--- config.mk ---
export PLATFORM = sky130hd
export DESIGN_NAME = spi_req_arb_flat
export DESIGN_NICKNAME = d
export VERILOG_FILES = /design/src/rtl/spi_pkg.sv /design/src/rtl/spi_req_arb_if.sv /design/src/rtl/rr_pick.sv /design/src/rtl/spi_req_arb.sv /design/src/flat_wrapper.sv
export SDC_FILE = /design/constraint.sdc
export NUM_CORES = 1
export LEC_CHECK = 0
export ABC_AREA = 1
export ABC_CLOCK_PERIOD_IN_PS = 8000
export BUFFER_PORTS_ARGS = -buffer_cell sky130_fd_sc_hd__buf_2
export CAP_MARGIN = 20
export CORE_MARGIN = 1
export CORE_UTILIZATION = 40
export CTS_CLUSTER_DIAMETER = 80
export CTS_CLUSTER_SIZE = 24
export DETAILED_ROUTE_END_ITERATION = 8
export PLACE_DENSITY = 0.77
export SYNTH_ARGS = -nofsm -noshare
export SYNTH_HDL_FRONTEND = slang
export SYNTH_HIERARCHICAL = 1
export SYNTH_SLANG_ARGS = --single-unit
--- constraint.sdc ---
create_clock -name clk -period 8 [get_ports clk]
set_input_delay 0.8 -clock clk [delete_from_list [all_inputs] [get_ports clk]]
set_output_delay 0.8 -clock clk [all_outputs]
set_load 0.02 [all_outputs]
--- src/rtl/spi_pkg.sv ---
// Shared types for the SPI request arbiter and the SPI clock generator it drives.
package spi_pkg;
    localparam int SPI_MAX_WIDTH_LOG_DEF = 4;

    typedef enum logic [1:0] {
        ST_IDLE  = 2'd0,
        ST_START = 2'd1,
        ST_WAIT  = 2'd2,
        ST_GAP   = 2'd3
    } arb_state_t;

    typedef logic [SPI_MAX_WIDTH_LOG_DEF:0] spi_width_t;
endpackage

--- src/rtl/spi_req_arb_if.sv ---
// Client and generator side signals of the SPI request arbiter.
interface spi_req_arb_if
    import spi_pkg::*;
#(
    parameter int NUM_REQ = 4,
    parameter int WL      = SPI_MAX_WIDTH_LOG_DEF
);
    // Handshake: req[i] is a level held until done[i]; done[i] is a one-cycle
    // acknowledge (with err on failure). spi_start is a one-cycle command and
    // only the first cycle of spi_finish in WAIT counts as the reply.
    logic [NUM_REQ-1:0]        req;
    logic [NUM_REQ-1:0]        req_cpol;
    logic [NUM_REQ*(WL+1)-1:0] req_width;
    logic [NUM_REQ-1:0]        gnt;
    logic [NUM_REQ-1:0]        done;
    logic                      err;
    logic                      busy;
    logic                      spi_start;
    logic                      cpol;
    logic [WL:0]               spi_width;
    logic                      spi_finish;
    arb_state_t                state;

    modport master (
        input  req, req_cpol, req_width, spi_finish,
        output gnt, done, err, busy, spi_start, cpol, spi_width, state
    );

    modport slave (
        output req, req_cpol, req_width, spi_finish,
        input  gnt, done, err, busy, spi_start, cpol, spi_width, state
    );
endinterface

--- src/rtl/rr_pick.sv ---
// Combinational round-robin picker: first set req bit at or above ptr, with wrap.
module rr_pick #(
    parameter  int N  = 4,
    localparam int PW = (N > 1) ? $clog2(N) : 1
) (
    input  logic [N-1:0]  req,
    input  logic [PW-1:0] ptr,
    output logic [N-1:0]  gnt,
    output logic [PW-1:0] idx,
    output logic          valid
);
    logic [PW-1:0] pos;

    always_comb begin
        gnt   = '0;
        idx   = '0;
        valid = 1'b0;
        pos   = '0;
        for (int k = 0; k < N; k++) begin
            pos = PW'((int'(ptr) + k) % N);
            if (!valid && req[pos]) begin
                valid    = 1'b1;
                idx      = pos;
                gnt[pos] = 1'b1;
            end
        end
    end
endmodule

--- src/rtl/spi_req_arb.sv ---
// Round-robin arbiter/sequencer sharing one SPI clock generator between requesters.
// Optional watchdog on the generator's finish flag: define SPI_ARB_TIMEOUT_EN.
module spi_req_arb
    import spi_pkg::*;
#(
    parameter int NUM_REQ           = 4,
    parameter int SPI_MAX_WIDTH_LOG = SPI_MAX_WIDTH_LOG_DEF,
    parameter int GAP_CYCLES        = 2,
    parameter int TIMEOUT_CYCLES    = 4096
) (
    input logic          clk,
    input logic          rst_n,
    spi_req_arb_if.master bus
);
    localparam int WW = SPI_MAX_WIDTH_LOG + 1;
    localparam int PW = (NUM_REQ > 1) ? $clog2(NUM_REQ) : 1;
    localparam int GW = $clog2(GAP_CYCLES + 1);

    arb_state_t       state_q, state_d;
    logic [GW-1:0]    gap_cnt_q, gap_cnt_d;
    logic [PW-1:0]    ptr_q, ptr_d;
    logic [NUM_REQ-1:0] gnt_q, gnt_d, done_q, done_d;
    logic             err_q, err_d, start_q, start_d, busy_q, busy_d, cpol_q, cpol_d;
    logic [WW-1:0]    width_q, width_d, sel_width;

    logic [NUM_REQ-1:0] pick_gnt;
    logic [PW-1:0]      pick_idx;
    logic               pick_valid;
    logic               wd_hit, wait_end, wait_err;

    rr_pick #(.N(NUM_REQ)) u_pick (
        .req   (bus.req),
        .ptr   (ptr_q),
        .gnt   (pick_gnt),
        .idx   (pick_idx),
        .valid (pick_valid)
    );

    always_comb begin
        sel_width = '0;
        for (int i = 0; i < NUM_REQ; i++) begin
            if (pick_idx == PW'(i)) sel_width = bus.req_width[i*WW +: WW];
        end
    end

`ifdef SPI_ARB_TIMEOUT_EN
    localparam int TW = $clog2(TIMEOUT_CYCLES + 1);
    logic [TW-1:0] wd_cnt_q;

    // Counter is held at zero outside WAIT, so every entry into WAIT starts fresh.
    always_ff @(posedge clk) begin
        if (!rst_n || state_q != ST_WAIT) wd_cnt_q <= '0;
        else                              wd_cnt_q <= wd_cnt_q + TW'(1);
    end
    assign wd_hit = (state_q == ST_WAIT) && (wd_cnt_q == TW'(TIMEOUT_CYCLES - 1));
`else
    logic unused_timeout;
    assign unused_timeout = ^TIMEOUT_CYCLES;
    assign wd_hit = 1'b0;
`endif

    assign wait_end = (state_q == ST_WAIT) && (bus.spi_finish || wd_hit);
    assign wait_err = (state_q == ST_WAIT) && !bus.spi_finish && wd_hit;

    // State and registered outputs.
    always_ff @(posedge clk) begin
        if (!rst_n) begin
            state_q   <= ST_IDLE;
            gap_cnt_q <= '0;
            ptr_q     <= '0;
            gnt_q     <= '0;
            done_q    <= '0;
            err_q     <= 1'b0;
            start_q   <= 1'b0;
            busy_q    <= 1'b0;
            cpol_q    <= 1'b0;
            width_q   <= '0;
        end else begin
            state_q   <= state_d;
            gap_cnt_q <= gap_cnt_d;
            ptr_q     <= ptr_d;
            gnt_q     <= gnt_d;
            done_q    <= done_d;
            err_q     <= err_d;
            start_q   <= start_d;
            busy_q    <= busy_d;
            cpol_q    <= cpol_d;
            width_q   <= width_d;
        end
    end

    always_comb begin
        state_d   = state_q;
        gap_cnt_d = '0;
        case (state_q)
            ST_IDLE:  if (pick_valid) state_d = (sel_width != '0) ? ST_START : ST_GAP;
            ST_START: state_d = ST_WAIT;
            ST_WAIT:  if (wait_end) state_d = ST_GAP;
            ST_GAP: begin
                if (gap_cnt_q == GW'(GAP_CYCLES - 1)) state_d = ST_IDLE;
                else gap_cnt_d = gap_cnt_q + GW'(1);
            end
            default:  state_d = ST_IDLE;
        endcase
    end

    // Zero-width requests never show gnt: they complete with err straight into GAP.
    always_comb begin
        gnt_d   = gnt_q;
        done_d  = '0;
        err_d   = 1'b0;
        cpol_d  = cpol_q;
        width_d = width_q;
        ptr_d   = ptr_q;
        case (state_q)
            ST_IDLE: begin
                if (pick_valid) begin
                    cpol_d  = bus.req_cpol[pick_idx];
                    width_d = sel_width;
                    ptr_d   = (pick_idx == PW'(NUM_REQ - 1)) ? '0 : pick_idx + PW'(1);
                    if (sel_width != '0) begin
                        gnt_d = pick_gnt;
                    end else begin
                        gnt_d  = '0;
                        done_d = pick_gnt;
                        err_d  = 1'b1;
                    end
                end
            end
            ST_WAIT: begin
                if (wait_end) begin
                    done_d = gnt_q;
                    err_d  = wait_err;
                    gnt_d  = '0;
                end
            end
            ST_GAP:  gnt_d = '0;
            default: ;
        endcase
        start_d = (state_d == ST_START);
        busy_d  = (state_d != ST_IDLE);
    end

    assign bus.gnt       = gnt_q;
    assign bus.done      = done_q;
    assign bus.err       = err_q;
    assign bus.busy      = busy_q;
    assign bus.spi_start = start_q;
    assign bus.cpol      = cpol_q;
    assign bus.spi_width = width_q;
    assign bus.state     = state_q;
endmodule
--- src/flat_wrapper.sv ---
// flat-port wrapper written by rule: the top's interface ports become plain ports
module spi_req_arb_flat import spi_pkg::*;
#(
    parameter int NUM_REQ           = 4,
    parameter int SPI_MAX_WIDTH_LOG = SPI_MAX_WIDTH_LOG_DEF,
    parameter int GAP_CYCLES        = 2,
    parameter int TIMEOUT_CYCLES    = 4096
)
  (clk, rst_n, bus_req, bus_req_cpol, bus_req_width, bus_spi_finish, bus_gnt, bus_done, bus_err, bus_busy, bus_spi_start, bus_cpol, bus_spi_width, bus_state);
  spi_req_arb_if #(.NUM_REQ(NUM_REQ)) bus_i ();
  input logic clk;
  input logic rst_n;
  input wire logic [$bits(bus_i.req)-1:0] bus_req;
  input wire logic [$bits(bus_i.req_cpol)-1:0] bus_req_cpol;
  input wire logic [$bits(bus_i.req_width)-1:0] bus_req_width;
  input wire logic [$bits(bus_i.spi_finish)-1:0] bus_spi_finish;
  output wire logic [$bits(bus_i.gnt)-1:0] bus_gnt;
  output wire logic [$bits(bus_i.done)-1:0] bus_done;
  output wire logic [$bits(bus_i.err)-1:0] bus_err;
  output wire logic [$bits(bus_i.busy)-1:0] bus_busy;
  output wire logic [$bits(bus_i.spi_start)-1:0] bus_spi_start;
  output wire logic [$bits(bus_i.cpol)-1:0] bus_cpol;
  output wire logic [$bits(bus_i.spi_width)-1:0] bus_spi_width;
  output wire logic [$bits(bus_i.state)-1:0] bus_state;
  assign bus_i.req = bus_req;
  assign bus_i.req_cpol = bus_req_cpol;
  assign bus_i.req_width = bus_req_width;
  assign bus_i.spi_finish = bus_spi_finish;
  assign bus_gnt = bus_i.gnt;
  assign bus_done = bus_i.done;
  assign bus_err = bus_i.err;
  assign bus_busy = bus_i.busy;
  assign bus_spi_start = bus_i.spi_start;
  assign bus_cpol = bus_i.cpol;
  assign bus_spi_width = bus_i.spi_width;
  assign bus_state = bus_i.state;
  spi_req_arb #(.NUM_REQ(NUM_REQ), .SPI_MAX_WIDTH_LOG(SPI_MAX_WIDTH_LOG), .GAP_CYCLES(GAP_CYCLES), .TIMEOUT_CYCLES(TIMEOUT_CYCLES)) u_core (.clk(clk), .rst_n(rst_n), .bus(bus_i));
endmodule
==> results of run 1 <==
## power by group through the flow
| stage | Clock, mW | Sequential, mW | Combinational [mW] |
|---|---|---|---|
| 2_1_floorplan | 0 | 0.225 | 0.538 |
| 3_3_place_gp | 0 | 0.185 | 0.706 |
| 3_5_place_dp | 0 | 0.186 | 0.711 |
| 4_1_cts | 0.0745 | 0.184 | 0.715 |
| 5_1_grt | 0.0790 | 0.190 | 0.812 |
| 6_report | 0.0724 | 0.184 | 0.720 |
## sequential cells by signal, indices dropped and copies added, names as in the netlist
signal / count
u_core/bus.busy: 1
u_core/bus.cpol: 1
u_core/bus.done: 4
u_core/bus.err: 1
u_core/bus.gnt: 4
u_core/bus.spi_start: 1
u_core/bus.spi_width: 5
u_core/bus.state: 2
u_core/gap_cnt_q: 2
u_core/ptr_q: 2
## metal layers
layer,up-vias,wire (µm)
met5,-,0
met4,0,15
met3,2,218
met2,67,1824
met1,756,1792
li1,903,-
## worst max-delay path: stages (launching register included)
cell and delay (ns):
dfxtp_1 0.54, inv_2 0.18, ha_1 0.41, inv_1 0.11
nand3_1 0.09, nand2_1 0.06, nor2_1 0.31, a21oi_1 0.12
nand3_1 0.19, inv_1 0.10, ha_1 0.28, nor2_1 0.18
nand2_1 0.08, nand2_1 0.07, nand2_1 0.05, nand2_1 0.15
nor2_1 0.06, nand3_1 0.15, nand3_1 0.11, a21oi_1 0.15
## logic make-up after synthesis
group / count (synthesis)
simple gates: 140
compound gates: 38
buf+inv: 35
flops: 23
fa+ha+maj: 10
## stage by stage
step           cells  total power [mW]  setup slack [ns]  util, %
6_report         342            0.9762             4.529    51.48
5_1_grt          342             1.081             4.179    51.48
3_3_place_gp     338            0.8915             4.756    50.26
4_1_cts          342            0.9739             4.572    51.48
3_5_place_dp     338            0.8971             4.614    50.26
2_1_floorplan    246            0.7625             5.124        -
## layout by cell type, fill, tap and decap left out
cell type  count
nand3_4        1
clkinv_2       1
nand2_1       50
nand2_2       11
nor4_1         2
nand4_1       11
dfxtp_1       23
a21oi_1       22
nand3_1       25
clkbuf_8       3
inv_1         25
ha_1          10
nor2_2         2
a21boi_0       4
clkinv_1       1
o22ai_1        1
o21ai_0        9
nor2_1        28
inv_2          4
or2_1          1
o211ai_1       1
nor2_4         4
nand2_4        1
nand3_2        2
nor3_1         2
a21oi_4        1
buf_2         49
## final cells by class
class	instances	area share [%]
clock buffers	3	2.111
clock inverters	1	0.2559
inverters	30	5.758
multi-input cells	188	52.72
flip-flops and latches	23	23.54
well taps	48	3.071
repair buffers	49	12.54
## worst paths after layout
check | startpoint | endpoint | slack (ns) | depth (start not counted)
max reg2reg | u_core/ptr_q[0]$_SDFFE_PN0P_ | u_core/bus.gnt[0]$_SDFFE_PN0P_ | 4.53 | 19
min reg2reg | u_core/gap_cnt_q[0]$_SDFF_PP0_ | u_core/gap_cnt_q[0]$_SDFF_PP0_ | 0.44 | 1
min | u_core/gap_cnt_q[0]$_SDFF_PP0_ | u_core/gap_cnt_q[0]$_SDFF_PP0_ | 0.44 | 1
max | u_core/ptr_q[0]$_SDFFE_PN0P_ | u_core/bus.gnt[0]$_SDFFE_PN0P_ | 4.53 | 19
==> key figures, run 1 <==
STA
  • Worst-margin pin slew: 0.5955 ns
  • Setup Viol. Count Final: 0
  • Fin. Hold Viols: 0
  • RSZ-0062 raised after global routing: no
  • Final setup TNS: 0 ns
  • WHS: between 0.4 and 0.5 ns
  • Maximum clock frequency: ~0.29 GHz
  • Final worst-path cycle share: a little over two fifths
  • Slew HR: approximately 60%
  • Clk_skew: between 0.004 and 0.005 ns
  • Period minus WS final: roughly 3.5 ns
  • Slew Viols, Final: 0

Placed design
  • Dpl hpwl: 2927 µm
  • DP Area: roughly 1900 µm²
  • IO buf count: about 50
  • Placer Congestion: ~0.87

Power
  • Leak Pwr: just over 1 nW
  • Int Pwr: 0.4184 mW
  • Switching fraction of total power: roughly 57%
  • Clock power share: under 10%
  • Flop pwr share: between 10% and 20%
  • Comb pwr share: between 70% and 80%
  • Maximum vdd drop: ~0.00027 V
  • Power density over the cells: 499.2 nW/µm²
  • Net load switching power: roughly 0.56 mW

Logic synthesis
  • Post-Synth Adder-Cell Area: under 10%
  • EDFF count, synth: 0
  • Largest cells by area after synthesis: dfxtp_1 (28%), nand2_1 (11%), ha_1 (7.6%)
  • Largest family of logic cells by synthesized area: simple AND/OR/NAND/NOR gates
  • Synthesized cell area: roughly 1600 µm²
  • Yosys top cell area share: between 20% and 30%
  • Netlist cell types: 27
  • Mapped Nets: approximately 290
  • Dominant synthesized flop cell: dfxtp_1
  • Synth cell count leaders: nand2_1 (50), nor2_1 (28), inv_1 (25), nand3_1 (25), dfxtp_1 (23)
  • Simple-Gate Fraction of Synth Area: between 40% and 50%
  • Post-Synth XOR/XNOR Area: 0%
  • Syn Inst Count: between 200 and 250
  • Yosys reg bits: 23
  • Mux cell area share after synthesis: 0%
  • Ys Warns: 6
  • Synth Area in Compound Gates: around an eighth
  • Seq/Total Area, Yosys: 28.07%
  • Syn avg cell area: 6.668 µm²
  • Most frequent cell after synthesis: nand2_1
  • Area leader, netlist: dfxtp_1
  • Ys async rst share: 0%

Clock tree
  • Max clock buf depth: 2
  • CTS root buf: clkbuf_8
  • CTS H-tree lvls: 1
  • Cts bufs inserted: 3
  • Clk_lat worst skew: 0.27 ns
  • CTS tree: built
  • Clk sink count: 23
  • CTS resizes: 0
  • # hold bufs at CTS: 0
  • Post-CTS setup buffers: 0
  • Clock slew at reported path FFs: roughly 0.080 ns

Floorplan
  • I/O pins: 50
  • Die Height: 66.04 µm
  • Row cnt: 22
  • Initial Util: between 40 and 50%
  • Core Area: 3799 µm²
  • Die area: roughly 4400 µm²
  • DIE WIDTH: 66.04 µm

Detailed routing
  • # DRC: 0
  • Post-route ant nets: 0
  • DR vias: ~1700
  • First-pass DRT Iterations: 4
  • Final WL: roughly 3900 µm
  • Mean routed wirelength per cell: 11.26 µm
  • Vias/cell: ~5
  • Initial DRC count: 97

Setup path
  • Setup Crit Path Kind: reg -> reg
  • CP Max Fanout: 10
  • Worst setup SP type: flop
  • Worst Setup End Kind: flop
  • Worst EP required: slightly above 8 ns
  • Arrival time worst endpoint: 3.66 ns

Final layout
  • Layout cell share with drive strength beyond 1: 26.87%
  • Area occupied by registers: 460.4 µm²
  • Design Area, Final: between 1500 and 2000 µm²
  • Area Growth Syn to Fin: 19.22%
  • Filler cells: roughly 380
  • Area of the multi-input gates: between 1000 and 1500 µm²
  • ANT cells: 0
  • Post-layout net count: ~340

Run status
  • Status: complete, no violations

Global routing
  • Initial antenna violation count: 0
  • Largest net degree at the start of global routing: 22
  • Vias in the first global route: between 1500 and 2000
  • Most used routing layer: met2
  • Total GRT Usage: approximately a fifth
  • M1 GR Usage: 23.30%
  • Grt ovf: 0
  • GRT met3 Usage: 2.759%
  • Met2 Usage GRT: roughly 34%
  • First-pass GRT wire length: about 6500 µm

Run
  • Maxcap violations: 0

Worst hold path
  • Hold/Removal Path Class: reg -> reg
Power figures use the tool's default switching activity.
==> inputs of run 2 (changes only) <==
--- a/config.mk
+++ b/config.mk
@@ -5,8 +5,8 @@
 export SDC_FILE = /design/constraint.sdc
 export NUM_CORES = 1
 export LEC_CHECK = 0
-export ABC_AREA = 1
-export ABC_CLOCK_PERIOD_IN_PS = 8000
+export ABC_AREA = 0
+export ABC_CLOCK_PERIOD_IN_PS = 3000
 export BUFFER_PORTS_ARGS = -buffer_cell sky130_fd_sc_hd__buf_2
 export CAP_MARGIN = 20
 export CORE_MARGIN = 1
@@ -14,7 +14,7 @@
 export CTS_CLUSTER_DIAMETER = 80
 export CTS_CLUSTER_SIZE = 24
 export DETAILED_ROUTE_END_ITERATION = 8
-export PLACE_DENSITY = 0.77
+export PLACE_DENSITY = 0.8
 export SYNTH_ARGS = -nofsm -noshare
 export SYNTH_HDL_FRONTEND = slang
 export SYNTH_HIERARCHICAL = 1
==> constraint.sdc (replaced) <==
create_clock -name clk -period 3 [get_ports clk]
set_input_delay 0.3 -clock clk [delete_from_list [all_inputs] [get_ports clk]]
set_output_delay 0.3 -clock clk [all_outputs]
set_load 0.02 [all_outputs]
==> run 2 against run 1 <==
- critical endpoint is now u_core/bus.done[3]$_SDFF_PN0_
- worst setup slack worse by 4.6 ns
- register-to-register slack worse by 4.6 ns
- the run now ends with setup timing left
- maximum frequency rose by 14%
- cell count is 14% lower
==> key figures, run 2 <==
Final layout
  • Max reg flops: 5
  • Fin util: between 50% and 60%
  • Filler cells: between 300 and 400
  • Commonest cells after routing, fill and taps aside: buf_2 (49), nand2_1 (27), buf_4 (27)
  • Layout cell share with drive strength beyond 1: 46.94%
  • Post-layout net count: approximately 290
  • Non-filler cells, final: ~290
  • Commonest non-fill, non-tap cell in the layout: buf_2
  • Design Area, Final: around 2200 µm²
  • ANT cells: 0
  • Area Growth Syn to Fin: 41.06%

Detailed routing
  • Mean routed wirelength per cell: between 10 and 15 µm
  • Post-route ant nets: 0
  • DR vias: between 1500 and 2000
  • Vias/cell: approximately 5.2
  • Initial DRC count: 66
  • First-pass DRT Iterations: 4
  • Final WL: 3700 µm
  • # DRC: 0

STA
  • RSZ-0062 raised after global routing: yes
  • Final Worst Setup Slack: -0.04036 ns
  • Slew HR: 75.70%
  • Clk_skew: ~0.0086 ns
  • Maximum clock frequency: about 0.33 GHz
  • Final worst-path cycle share: 101.3%
  • Worst-margin pin slew: between 0.3 and 0.4 ns
  • Fin. Hold Viols: 0
  • Period minus WS final: roughly 3.0 ns
  • Setup Viol. Count Final: 3
  • Slew Viols, Final: 0

Global routing
  • Grt ovf: 0
  • Vias in the first global route: approximately 1400
  • Initial antenna violation count: 0
  • Total GRT Usage: 19.67%
  • Largest net degree at the start of global routing: 16
  • First-pass GRT wire length: between 6000 and 7000 µm

Logic synthesis
  • Mux cell area share after synthesis: 9.837%
  • Seq/Total Area, Yosys: around 30%
  • Largest cells by area after synthesis: dfxtp_1 (30%), ha_1 (8.1%), nand2_1 (6.8%)
  • Ys async rst share: 0%
  • Syn avg cell area: just under 9 µm²
  • Synth cell count leaders: nand2_1 (28), dfxtp_1 (23), o21ai_0 (13)
  • Mapped Nets: ~210
  • Post-Synth Adder-Cell Area: 8.130%
  • Area leader, netlist: dfxtp_1
  • Synth Area in Compound Gates: 23.82%
  • Dominant synthesized flop cell: dfxtp_1
  • Simple-Gate Fraction of Synth Area: between 20% and 30%
  • EDFF count, synth: 0
  • Ys Warns: 6
  • Netlist cell types: 43
  • Syn Inst Count: about 170
  • Yosys reg bits: 23
  • Synthesized cell area: about 1500 µm²
  • Largest family of logic cells by synthesized area: compound AO/OA/AOI/OAI gates
  • Yosys top cell area share: around 30%
  • Post-Synth XOR/XNOR Area: 0%
  • Most frequent cell after synthesis: nand2_1

Placed design
  • Dpl ws: -0.08755 ns
  • Dpl hpwl: between 2000 and 3000 µm
  • Placer Congestion: 0.8830
  • DP Area: about 2000 µm²
  • IO buf count: approximately 50
  • Placed Cells: about 280

Floorplan
  • DIE WIDTH: 64.03 µm
  • Die Height: between 60 and 70 µm
  • Row cnt: 22
  • I/O pins: 50
  • Initial Util: a little over two fifths
  • Core Area: 3689 µm²
  • Die area: 4099 µm²

Clock tree
  • CTS root buf: clkbuf_8
  • Cts bufs inserted: 3
  • Clk_lat worst skew: between 0.2 and 0.3 ns
  • # hold bufs at CTS: 0
  • Clock slew at reported path FFs: around 0.09 ns
  • Max clock buf depth: 2
  • CTS H-tree lvls: 1
  • Clk sink count: 23
  • CTS tree: built

Power
  • Power density over the cells: between 1000 and 1500 nW/µm²
  • Maximum vdd drop: 0.0008568 V
  • Leak Pwr: 0.9596 nW
  • Total power: ~2.8 mW

Setup path
  • Arrival time worst endpoint: ~3.2 ns
  • Worst Setup End Kind: flop
  • Setup Crit Path Kind: reg -> reg
  • CP Max Fanout: 6
  • Worst EP required: around 3.2 ns
  • Worst setup SP type: flop

Run
  • Maxcap violations: 0

Run status
  • Failing checks: setup timing
  • Status: finished, violations left

Worst hold path
  • Hold/Removal Path Class: in -> reg
==> run 2: cell count changes in the layout (fill, tap and decap cells not counted), moves of 9 or more <==
cell | before | now
buf_4 | 0 | 27
nand4_1 | 11 | 0
inv_1 | 25 | 6
nand2_2 | 11 | 1
nand2_1 | 50 | 27
a22oi_1 | 0 | 9
nor2_1 | 28 | 8
nand3_1 | 25 | 2
a21oi_1 | 22 | 3
==> run 2: power by group <==
group          switching, mW  total (mW)  internal, mW
sequential            0.0736       0.472         0.398
clock                  0.104       0.196        0.0929
combinational           1.09        2.17          1.08
==> run 2: worst max-delay path: stages, from the launching register on <==
cell     delay, ns
dfxtp_4       0.40
inv_4         0.05
ha_4          0.27
mux4_2        0.38
nor4b_4       0.27
nor2_1        0.07
a32o_2        0.29
inv_2         0.11
ha_4          0.16
nand2_2       0.05
o211a_1       0.21
o22a_1        0.25
and3_4        0.18
a32o_1        0.24
==> run 2: path summary, 6_finish.rpt <==
check	from	endpoint	slack (ns)	cells after the start
worst max-delay path	u_core/ptr_q[0]$_SDFFE_PN0P_	u_core/bus.done[3]$_SDFF_PN0_	-0.04	13
worst min-delay path	rst_n	u_core/bus.spi_width[4]$_SDFFE_PN0P_	0.39	2
worst max register to register	u_core/ptr_q[0]$_SDFFE_PN0P_	u_core/bus.done[3]$_SDFF_PN0_	-0.04	13
worst min register to register	u_core/gap_cnt_q[0]$_SDFF_PP0_	u_core/gap_cnt_q[0]$_SDFF_PP0_	0.42	1
==> run 2: cell type report <==
cell class | instances | area, µm² | area share [%]
Multi-Input combinational cell | 133 | 1112 | 51.24
Sequential cell | 23 | 467.9 | 21.56
Timing Repair Buffer | 76 | 447.9 | 20.63
Tap cell | 48 | 60.06 | 2.767
Clock buffer | 3 | 41.29 | 1.902
Inverter | 9 | 36.28 | 1.671
Clock inverter | 1 | 5.005 | 0.2305
==> run 2: cells by family (layout without fill, tap and decap cells) <==
| logic type | after synthesis | count (layout) |
|---|---|---|
| adders and majority gates | 10 | 10 |
| AOI/OAI and AO/OA | 51 | 51 |
| muxes | 8 | 8 |
| DFF | 23 | 23 |
| buffers and inverters | 17 | 89 |
| and+or+nand+nor | 64 | 64 |
==> run 2: routing by layer <==
layer  up-vias  share of wire, %  GRT usage [%]  wire (µm)
li1        778                 -              -          -
met1       699                47          27.09       1750
met2        50                47          31.91       1726
met3         3               5.1          2.857        190
met4         0              0.86          5.114         32
met5         -                 0              0          0
==> run 2: metrics by stage <==
| stage | hold slack (ns) | TNS (ns) |
|---|---|---|
| finish | 0.3915 | -0.05614 |
| global route | 0.3900 | -1.047 |
| CTS | 0.3844 | -0.01698 |
| detailed placement | 0.4136 | -0.2556 |
| global placement | 0.4060 | -0.1053 |
| floorplan | 0.3986 | -0.5071 |
==> run 2: what timing repair did <==
item | 4_1_cts | 5_1_grt
gates resized for setup | 7 | 9
pin swaps | 4 | 1
endpoints found under the setup margin | 6 | 12
buffers inserted | 3 | 3
